File: config.mk
export PLATFORM = sky130hd
export DESIGN_NAME = decode_issue
export DESIGN_NICKNAME = d
export VERILOG_FILES = /design/src/rtl/decode_issue.sv
export SDC_FILE = /design/constraint.sdc
export NUM_CORES = 1
export LEC_CHECK = 0
export ABC_CLOCK_PERIOD_IN_PS = 2800
export BUFFER_PORTS_ARGS = -buffer_cell sky130_fd_sc_hd__buf_2
export CAP_MARGIN = 15
export CORE_MARGIN = 10
export CORE_UTILIZATION = 46
export DETAILED_ROUTE_END_ITERATION = 7
export HOLD_SLACK_MARGIN = 0.03
export PLACE_DENSITY = 0.72
export REMOVE_ABC_BUFFERS = 1
export SYNTH_ARGS = -nofsm -noshare
export SYNTH_HDL_FRONTEND = slang
export SYNTH_SLANG_ARGS = --single-unit
File: constraint.sdc
create_clock -name clk -period 2.8 [get_ports clk]
set_input_delay 0.56 -clock clk [delete_from_list [all_inputs] [get_ports clk]]
set_output_delay 0.56 -clock clk [all_outputs]
set_load 0.05 [all_outputs]
File: src/rtl/decode_issue.sv
// decode_issue: decode/issue stage in front of the 16x16 register file.
//
// Takes fetched instructions over a valid/ready handshake, drives the rf read
// addresses combinationally, holds one issued instruction toward execute and
// keeps a scoreboard of registers with writes in flight. It stalls on RAW and
// WAW hazards. HLT drains outstanding writes and then raises hlt.
//
// Ports
//   clk, rst             rising-edge clock, async active-high reset
//   if_valid/if_instr    fetch request; if_ready accepts it
//   rf_rs, rf_rt         rf read addresses (rf_rt = rd field for SW/LHB/LLB)
//   ex_valid/ex_ready    issue register handshake toward execute
//   ex_op/ex_rd/ex_imm   issued opcode, destination, low byte
//   ex_we                issued instruction writes ex_rd
//   wb_valid/wb_rd       writeback retires a pending register
//   hlt                  halt complete, held until rst
//   issue_cnt/stall_cnt  saturating event counters
module decode_issue #(
  parameter int DW    = 16,
  parameter int NREG  = 16,
  parameter int CNT_W = 16
) (
  input  logic             clk,
  input  logic             rst,
  input  logic             if_valid,
  input  logic [DW-1:0]    if_instr,
  output logic             if_ready,
  output logic [3:0]       rf_rs,
  output logic [3:0]       rf_rt,
  output logic             ex_valid,
  input  logic             ex_ready,
  output logic [3:0]       ex_op,
  output logic [3:0]       ex_rd,
  output logic [7:0]       ex_imm,
  output logic             ex_we,
  input  logic             wb_valid,
  input  logic [3:0]       wb_rd,
  output logic             hlt,
  output logic [CNT_W-1:0] issue_cnt,
  output logic [CNT_W-1:0] stall_cnt
);

  typedef enum logic [1:0] {S_RUN, S_DRAIN, S_HALTED} state_t;

  state_t            r_state, w_state_nxt;
  logic [NREG-1:0]   r_pend, w_pend_nxt;
  logic              r_ex_valid;
  logic [3:0]        r_ex_op, r_ex_rd;
  logic [7:0]        r_ex_imm;
  logic              r_ex_we;
  logic              r_hlt;
  logic [CNT_W-1:0]  r_issue_cnt, r_stall_cnt;

  logic [3:0] w_op, w_rd, w_rs, w_rt;
  logic       w_use_rs, w_use_rt, w_use_rd, w_wr, w_is_hlt;
  logic       w_hazard, w_issue, w_issue_ex, w_drained;

  assign w_op = if_instr[15:12];
  assign w_rd = if_instr[11:8];
  assign w_rs = if_instr[7:4];
  assign w_rt = if_instr[3:0];

  // Opcode class decode: which fields are read and whether rd is written.
  always_comb begin
    w_use_rs = 1'b0;
    w_use_rt = 1'b0;
    w_use_rd = 1'b0;
    w_wr     = 1'b0;
    w_is_hlt = 1'b0;
    case (w_op)
      4'h0, 4'h1, 4'h2, 4'h3,
      4'h4, 4'h5, 4'h6, 4'h7: begin w_use_rs = 1'b1; w_use_rt = 1'b1; w_wr = 1'b1; end
      4'h8:                   begin w_use_rs = 1'b1; w_wr = 1'b1; end
      4'h9:                   begin w_use_rs = 1'b1; w_use_rd = 1'b1; end
      4'hA, 4'hB:             begin w_use_rd = 1'b1; w_wr = 1'b1; end
      4'hD:                   w_use_rs = 1'b1;
      4'hF:                   w_is_hlt = 1'b1;
      default: ;
    endcase
  end

  // Second read port carries the rd field for instructions that read rd.
  assign rf_rs = w_rs;
  assign rf_rt = w_use_rd ? w_rd : w_rt;

  // r_pend[0] is held at zero, so register 0 never raises a hazard. The
  // registered mask is used as-is: a same-cycle writeback does not bypass.
  assign w_hazard = (w_use_rs & r_pend[w_rs]) |
                    (w_use_rt & r_pend[w_rt]) |
                    ((w_use_rd | w_wr) & r_pend[w_rd]);

  assign if_ready   = (r_state == S_RUN) & ~w_hazard & (~r_ex_valid | ex_ready);
  assign w_issue    = if_valid & if_ready;
  assign w_issue_ex = w_issue & ~w_is_hlt;
  assign w_drained  = (r_pend == '0) & ~r_ex_valid;

  // Scoreboard update. A set and clear of the same register cannot coincide
  // because the WAW check blocks issue while rd is still pending.
  always_comb begin
    w_pend_nxt = r_pend;
    if (wb_valid)
      w_pend_nxt[wb_rd] = 1'b0;
    if (w_issue_ex && w_wr)
      w_pend_nxt[w_rd] = 1'b1;
    w_pend_nxt[0] = 1'b0;
  end

  always_comb begin
    w_state_nxt = r_state;
    case (r_state)
      S_RUN:    if (w_issue && w_is_hlt) w_state_nxt = S_DRAIN;
      S_DRAIN:  if (w_drained)           w_state_nxt = S_HALTED;
      S_HALTED: w_state_nxt = S_HALTED;
      default:  w_state_nxt = S_RUN;
    endcase
  end

  always_ff @(posedge clk or posedge rst) begin
    if (rst) begin
      r_state     <= S_RUN;
      r_pend      <= '0;
      r_ex_valid  <= 1'b0;
      r_ex_op     <= '0;
      r_ex_rd     <= '0;
      r_ex_imm    <= '0;
      r_ex_we     <= 1'b0;
      r_hlt       <= 1'b0;
      r_issue_cnt <= '0;
      r_stall_cnt <= '0;
    end else begin
      r_state <= w_state_nxt;
      r_pend  <= w_pend_nxt;
      r_hlt   <= (w_state_nxt == S_HALTED);

      if (w_issue_ex) begin
        r_ex_valid <= 1'b1;
        r_ex_op    <= w_op;
        r_ex_rd    <= w_rd;
        r_ex_imm   <= if_instr[7:0];
        r_ex_we    <= w_wr;
      end else if (ex_ready) begin
        r_ex_valid <= 1'b0;
      end

      if (w_issue_ex && r_issue_cnt != '1)
        r_issue_cnt <= r_issue_cnt + CNT_W'(1);
      if ((r_state == S_RUN) && if_valid && !if_ready && r_stall_cnt != '1)
        r_stall_cnt <= r_stall_cnt + CNT_W'(1);
    end
  end

  assign ex_valid  = r_ex_valid;
  assign ex_op     = r_ex_op;
  assign ex_rd     = r_ex_rd;
  assign ex_imm    = r_ex_imm;
  assign ex_we     = r_ex_we;
  assign hlt       = r_hlt;
  assign issue_cnt = r_issue_cnt;
  assign stall_cnt = r_stall_cnt;

endmodule

Yosys cells after proc, flatten, opt, wreduce, memory -nomap -nowiden

Cells that the tools add are included.

Output and inout port bits: 60
Word-level logic and storage cells: 94
Bits of input ports: 25
Register bits after elaboration: 68

Bitwise logic cells: 18
Order comparisons: 6
Reduce and logical (&&, ||, !) cells: 17
$add $sub $neg: 2
Muxes and demuxes: 23
Eq/ne operators: 18

Operators with widths:

| operator                                            | number |
|---|---|
| adder 16 x 1 -> 16 bit, second input constant       | 2 |
| two-way mux 16 bit                                  | 2 |
| != test 16 bit, second input constant               | 2 |
| equality test 4 bit, second input constant          | 6 |
| OR reduction 11 bit                                 | 2 |
| < comparator 4 x 5 -> 1 bit, second input constant  | 4 |
| AND 16 bit                                          | 1 |
| equality test 4 x 3 -> 1 bit, second input constant | 4 |
| zero test 16 bit                                    | 1 |
| inverter 16 bit                                     | 1 |
| bitwise OR 16 bit                                   | 1 |
| binary-select mux 1 bit (select 4 bit)              | 3 |
| two-way mux 1 bit                                   | 12 |
| AND 1 bit                                           | 8 |
| demux 1 bit (select 4 bit)                          | 2 |
| equality test 4 x 2 -> 1 bit, second input constant | 2 |
| >= comparator 4 x 1 -> 1 bit, second input constant | 2 |
| logical AND 1 bit                                   | 8 |
| OR reduction 8 bit                                  | 1 |
| one-hot mux 2 bit (3 select lines)                  | 1 |
| equality test 2 bit, second input constant          | 2 |
| equality test 4 x 1 -> 1 bit, second input constant | 1 |
| zero test 4 bit                                     | 1 |
| two-way mux 2 bit                                   | 2 |
| other kinds (8)                                     | 13 |

Depth between registers and ports, before layout

Word-level depth: 14
Mapped depth: 11
Gate-level depth less buffers: 8

Worst setup path after synthesis

OpenSTA, ideal clock, no wires.

Path kind: in2out
Start point: in if_instr[5]
End point: out if_ready
Setup slack: -0.134 ns
Cell stages on the path: 8
Data required time: 2.240 ns
Buffers on the path: 2
Arrival: 2.374 ns
Cells stage by stage: buf_6 > mux2_4 > a311o_1 > o211ai_2 > nand3_1 > or3_1 > buf_6 > inv_1

Cells in the longest elaborated chain, start to end: 8

RTL lines:

| what                                    | line | text |
|---|---|---|
| start: declaration                      | 26   | `input logic [DW-1:0] if_instr,` |
| binary-select mux 1 bit (select 4 bit)  | 88   | `assign w_hazard = (w_use_rs & r_pend[w_rs]) \|` |
| two-way mux 1 bit (not written as such) | 88   |  |
| AND 1 bit                               | 88   |  |
| bitwise OR 1 bit                        | 88   |  |
| bitwise OR 1 bit                        | 89   | `(w_use_rt & r_pend[w_rt]) \|` |
| inverter 1 bit                          | 92   | `assign if_ready = (r_state == S_RUN) & ~w_hazard & (~r_ex_valid \| ex_ready);` |
| AND 1 bit (2 in series)                 | 92   |  |
| end: declaration                        | 27   | `output logic if_ready,` |

No other way between the ends. The select of a mux whose other input is x is not followed.

Worst setup path after layout

Start point: reg r_pend[13]
End point: out if_ready

Cells in the longest elaborated chain, start to end: 8

RTL lines:

| what                                                             | line   | text |
|---|---|---|
| start: declaration                                               | 46     | `logic [NREG-1:0] r_pend, w_pend_nxt;` |
| start signal: assignment                                         | 132    | `r_pend <= w_pend_nxt;` |
| binary-select mux 1 bit (select 4 bit), on equally long branches | 88, 89 |  |
| two-way mux 1 bit, on equally long branches                      | 88, 89 |  |
| AND 1 bit, on equally long branches                              | 88, 89 |  |
| bitwise OR 1 bit                                                 | 88     |  |
| bitwise OR 1 bit (*)                                             | 89     |  |
| inverter 1 bit (*)                                               | 92     |  |
| AND 1 bit (*) (2 in series)                                      | 92     |  |

Every way passes the cells marked *; elsewhere a longest branch is shown, timed or not. The select of a mux whose other input is x is not followed.

==> results.txt <==
----------------------------------------------------
[Job]
  Count of maximum capacitance violations ... 0

[Detailed routing]
  Residual DRC ... 0
  Top layer used by detailed routing ... met4
  Detailed-route wire length per cell ... 17.7 µm
  Pre-antenna DRT Iters ... 5
  Number of DRC violations after detailed-routing iteration 0 ... 173
  Residual antenna-violating net count after detailed routing ... 0
  Met1 Wirelength ... 4320 µm
  Metal2 WL ... 4730 µm
  Routed length on met3 ... just over 800 µm
  Detail-routed via count per cell ... 5.65
  Total detailed-routing wirelength ... between 10,000 and 15,000 µm
  Number of vias in the routed layout ... around 3,300

[Yosys]
  Synthesized-area fraction occupied by ao, oa, aoi and oai cells ... 0.103
  XOR/XNOR share of the synthesized area ... 0.0661
  Netlist area before placement ... around 0.0037 mm²
  Number of cells produced by synthesis ... 370
  Most frequent cells after synthesis ... 68 x sky130_fd_sc_hd__dfrtp_1, 66 x sky130_fd_sc_hd__nand2_1, 22 x sky130_fd_sc_hd__xnor2_1
  Post-synthesis sequential area ratio ... 0.458
  Number of synthesized flops with an enable pin ... 0
  Fraction of registers with async set/reset ... 1.00
  Combinational family with the most area after synthesis ... simple AND/OR/NAND/NOR gates
  Leading register cell type out of synthesis ... sky130_fd_sc_hd__dfrtp_1
  Post-synthesis share of cell area spent on and, or, nand and nor gates ... 0.236
  Library cell with the largest summed area after synthesis ... sky130_fd_sc_hd__dfrtp_1
  Share of synthesized area spent on multiplexers ... 0.0907
  Synth Area in Adders ... 0.00674
  Most frequent cell after synthesis ... sky130_fd_sc_hd__dfrtp_1
  Area contributors post-synth ... sky130_fd_sc_hd__dfrtp_1 46%, sky130_fd_sc_hd__nand2_1 6.7%, sky130_fd_sc_hd__xnor2_1 5.2%
  Mean instance size in the synthesized netlist ... 10.0 µm²
  Yosys warning total ... 0
  Synth Register Bits ... 68
  Share of Yosys cell area claimed by the top area cell type ... 0.458
  Count of cell types in the netlist ... ~50

[Clock network]
  Total CTS buffers ... 9
  Max Buffers Root-to-Sink ... 2
  Level count of the clock H-tree ... 3
  Total clock sinks ... 68
  Post-CTS Hold Buffers ... 0
  TritonCTS clock tree ... built
  Clock root cell ... sky130_fd_sc_hd__clkbuf_8
  Clock input transition at the sequential cells of the worst setup and hold paths ... 0.07 ns
  Clock network latency to the later pin of the worst-skew pair ... 0.34 ns

[Die]
  Num rows ... 32
  Die Span X ... between 100 and 150 µm
  Area of the core region ... 0.00781 mm²
  Total die area ... 0.0121 mm²
  Count of boundary I/O pins ... 85
  Starting density of the core ... 0.475
  DIE HEIGHT ... 110 µm

[Worst setup path]
  Peak fanout along the critical path ... 5
  Path type of the worst setup path ... reg2out
  Kind of start point of the critical path ... register
  Timing startpoint of the critical path ... r_pend[13]
  Endpoint kind of the worst setup timing path ... output pin
  CP Data Required Time ... 2.24 ns
  Worst R2R End ... stall_cnt[1]
  Arrival time at the worst endpoint ... approximately 2.3 ns
  Launching point of the worst reg2reg path ... r_pend[13]
  Path depth of the worst reg2reg path ... 8
  R2r setup slk ... 0.30 ns

[Global route]
  First-pass GRT wire length ... 16,700 µm
  Number of antenna violations at the first check in global routing ... 0
  Global routing usage summed across all routing layers ... 0.173
  Largest net degree at the start of global routing ... 58
  Via count of the first global-routing pass ... 3,320
  Final global-route overflow total ... 0

[STA]
  Count of endpoints failing setup in the final report ... 1
  Setup clock skew after layout ... roughly 0.0057 ns
  Actual transition at the worst max-transition pin ... 0.522 ns
  Fin. Hold Viols ... 0
  Shortest period the worst path allows ... between 2 and 3 ns
  Unrepaired setup endpoints after global routing ... yes
  Final Cycle Share ... 1.01
  FMAX ... 355 MHz
  Count of pins over their slew limit ... 0
  Smallest setup slack after layout ... -0.0149 ns
  Relative slew margins ... 0.643

[Pwr]
  Worst vdd ir ... 743 µV
  Cell area power density ... about 940 mW/mm²
  Standby leakage power ... 2.21 nW
  Overall power after layout ... roughly 4.3 mW

[Cells and area]
  Area growth from synthesis to layout ... 24.9%
  Share of cells above drive strength 1 ... 0.347
  Non-filler instance count after layout ... slightly below 600
  Net count, final ... 497
  Post-layout util ... 0.594
  Diode count ... 0
  Filler Cell Count ... around 690

[Place]
  Post-Place Cells ... 560
  Worst-case setup slack after placement ... -0.119 ns
  Detailed-placement wirelength estimate ... 7580 µm
  Count of buffers inserted at the top-level ports ... 84
  Final estimated routing congestion in global placement ... between 0.9 and 1

[Status]
  Result of the run ... finished with violations
  Failing checks ... setup timing

[Worst hold path]
  Worst hold path type ... in2async

----------------------------------------------------
[worst max path at each step]
stage / depth (start not counted) / slack (ns) / endpoint
6_report: 7 / -0.01 / if_ready
5_1_grt: 8 / -0.09 / if_ready
4_1_cts: 8 / -0.04 / if_ready
3_5_place_dp: 8 / -0.12 / if_ready
3_3_place_gp: 8 / -0.12 / if_ready
2_1_floorplan: 7 / -0.16 / issue_cnt[12]
[layout by cell type, fill, tap and decap left out, types with 2 or more instances in the layout]
cell / count
sky130_fd_sc_hd__o211ai_1: 3
sky130_fd_sc_hd__mux2_2: 17
sky130_fd_sc_hd__nand3b_1: 2
sky130_fd_sc_hd__mux4_2: 4
sky130_fd_sc_hd__mux2i_1: 4
sky130_fd_sc_hd__o21ai_0: 18
sky130_fd_sc_hd__nor2b_1: 4
sky130_fd_sc_hd__inv_1: 5
sky130_fd_sc_hd__a211oi_1: 3
sky130_fd_sc_hd__nor3_1: 4
sky130_fd_sc_hd__nor2_1: 7
sky130_fd_sc_hd__dfrtp_1: 64
sky130_fd_sc_hd__nand3_1: 18
sky130_fd_sc_hd__dfrtp_2: 4
sky130_fd_sc_hd__buf_12: 2
sky130_fd_sc_hd__o22ai_1: 3
sky130_fd_sc_hd__and2_1: 5
sky130_fd_sc_hd__nand2_1: 65
sky130_fd_sc_hd__nor4b_1: 2
sky130_fd_sc_hd__and4_1: 2
sky130_fd_sc_hd__bufinv_16: 3
sky130_fd_sc_hd__nand4_1: 14
sky130_fd_sc_hd__nand2b_1: 13
sky130_fd_sc_hd__xnor2_1: 22
sky130_fd_sc_hd__and3_1: 8
sky130_fd_sc_hd__or3_1: 2
sky130_fd_sc_hd__xor2_1: 6
sky130_fd_sc_hd__clkbuf_8: 10
sky130_fd_sc_hd__buf_2: 83
sky130_fd_sc_hd__or2_2: 3
sky130_fd_sc_hd__buf_4: 22
sky130_fd_sc_hd__o41ai_1: 15
sky130_fd_sc_hd__nor4_1: 8
sky130_fd_sc_hd__ha_1: 2
[cell families after synthesis]
| group | count (synthesis) |
|---|---|
| buf+inv | 27 |
| flops | 68 |
| fa+ha+maj | 2 |
| simple gates | 168 |
| compound gates | 51 |
| xor+xnor | 28 |
| mux | 26 |
[registers in the layout, indices dropped and copies added, names as in the netlist]
register and flops:
r_state 2, ex_we 1, r_pend 15, stall_cnt 16, ex_rd 4, hlt 1, issue_cnt 16, ex_valid 1
ex_op 4, ex_imm 8
[power by group]
group          switching (mW)  internal [mW]
registers               0.246           1.25
logic                    1.30          0.563
clock network           0.377          0.616
total                    1.92           2.43
[timing repair]
| action | in CTS | in global routing |
|---|---|---|
| gates cloned | 0 | 0 |
| pin swaps | 4 | 5 |
| setup endpoints to repair | 1 | 1 |
| setup buffers | 1 | 0 |
| gates resized for setup | 8 | 6 |
[metrics by stage]
| step | TNS, ns | cell area [µm²] | hold WS [ns] |
|---|---|---|---|
| after floorplan | -0.379 | 3590 | 0.471 |
| final | -0.0149 | 4640 | 0.145 |
| after global placement | -0.119 | 4350 | 0.451 |
| after CTS | -0.0422 | 4630 | 0.142 |
| after detailed placement | -0.139 | 4350 | 0.457 |
| after global routing | -0.0855 | 4640 | 0.160 |
[layout make-up]
| type | count | area [µm²] | share of cell area |
|---|---|---|---|
| Multi-Input combinational cell | 275 | 1880 | 0.405 |
| Sequential cell | 68 | 1710 | 0.368 |
| Timing Repair Buffer | 109 | 647 | 0.139 |
| Clock buffer | 10 | 138 | 0.0297 |
| Tap cell | 102 | 128 | 0.0275 |
| Clock inverter | 6 | 111 | 0.0240 |
| Inverter | 7 | 28.8 | 0.00620 |
[layer usage]
layer	global-route usage	vias up
met3	0.0486	30
met5	0	-
met4	0.0818	0
met2	0.267	132
met1	0.220	1557
li1	-	1541
[critical path, cell delays in order, from the launching register on]
cell and delay [ns]:
sky130_fd_sc_hd__dfrtp_2 0.45, sky130_fd_sc_hd__mux4_2 0.47, sky130_fd_sc_hd__o22a_1 0.22, sky130_fd_sc_hd__o211ai_2 0.07
sky130_fd_sc_hd__nand3_1 0.08, sky130_fd_sc_hd__or3_4 0.41, sky130_fd_sc_hd__inv_4 0.07, sky130_fd_sc_hd__buf_8 0.14
Power figures use the tool's default switching activity.
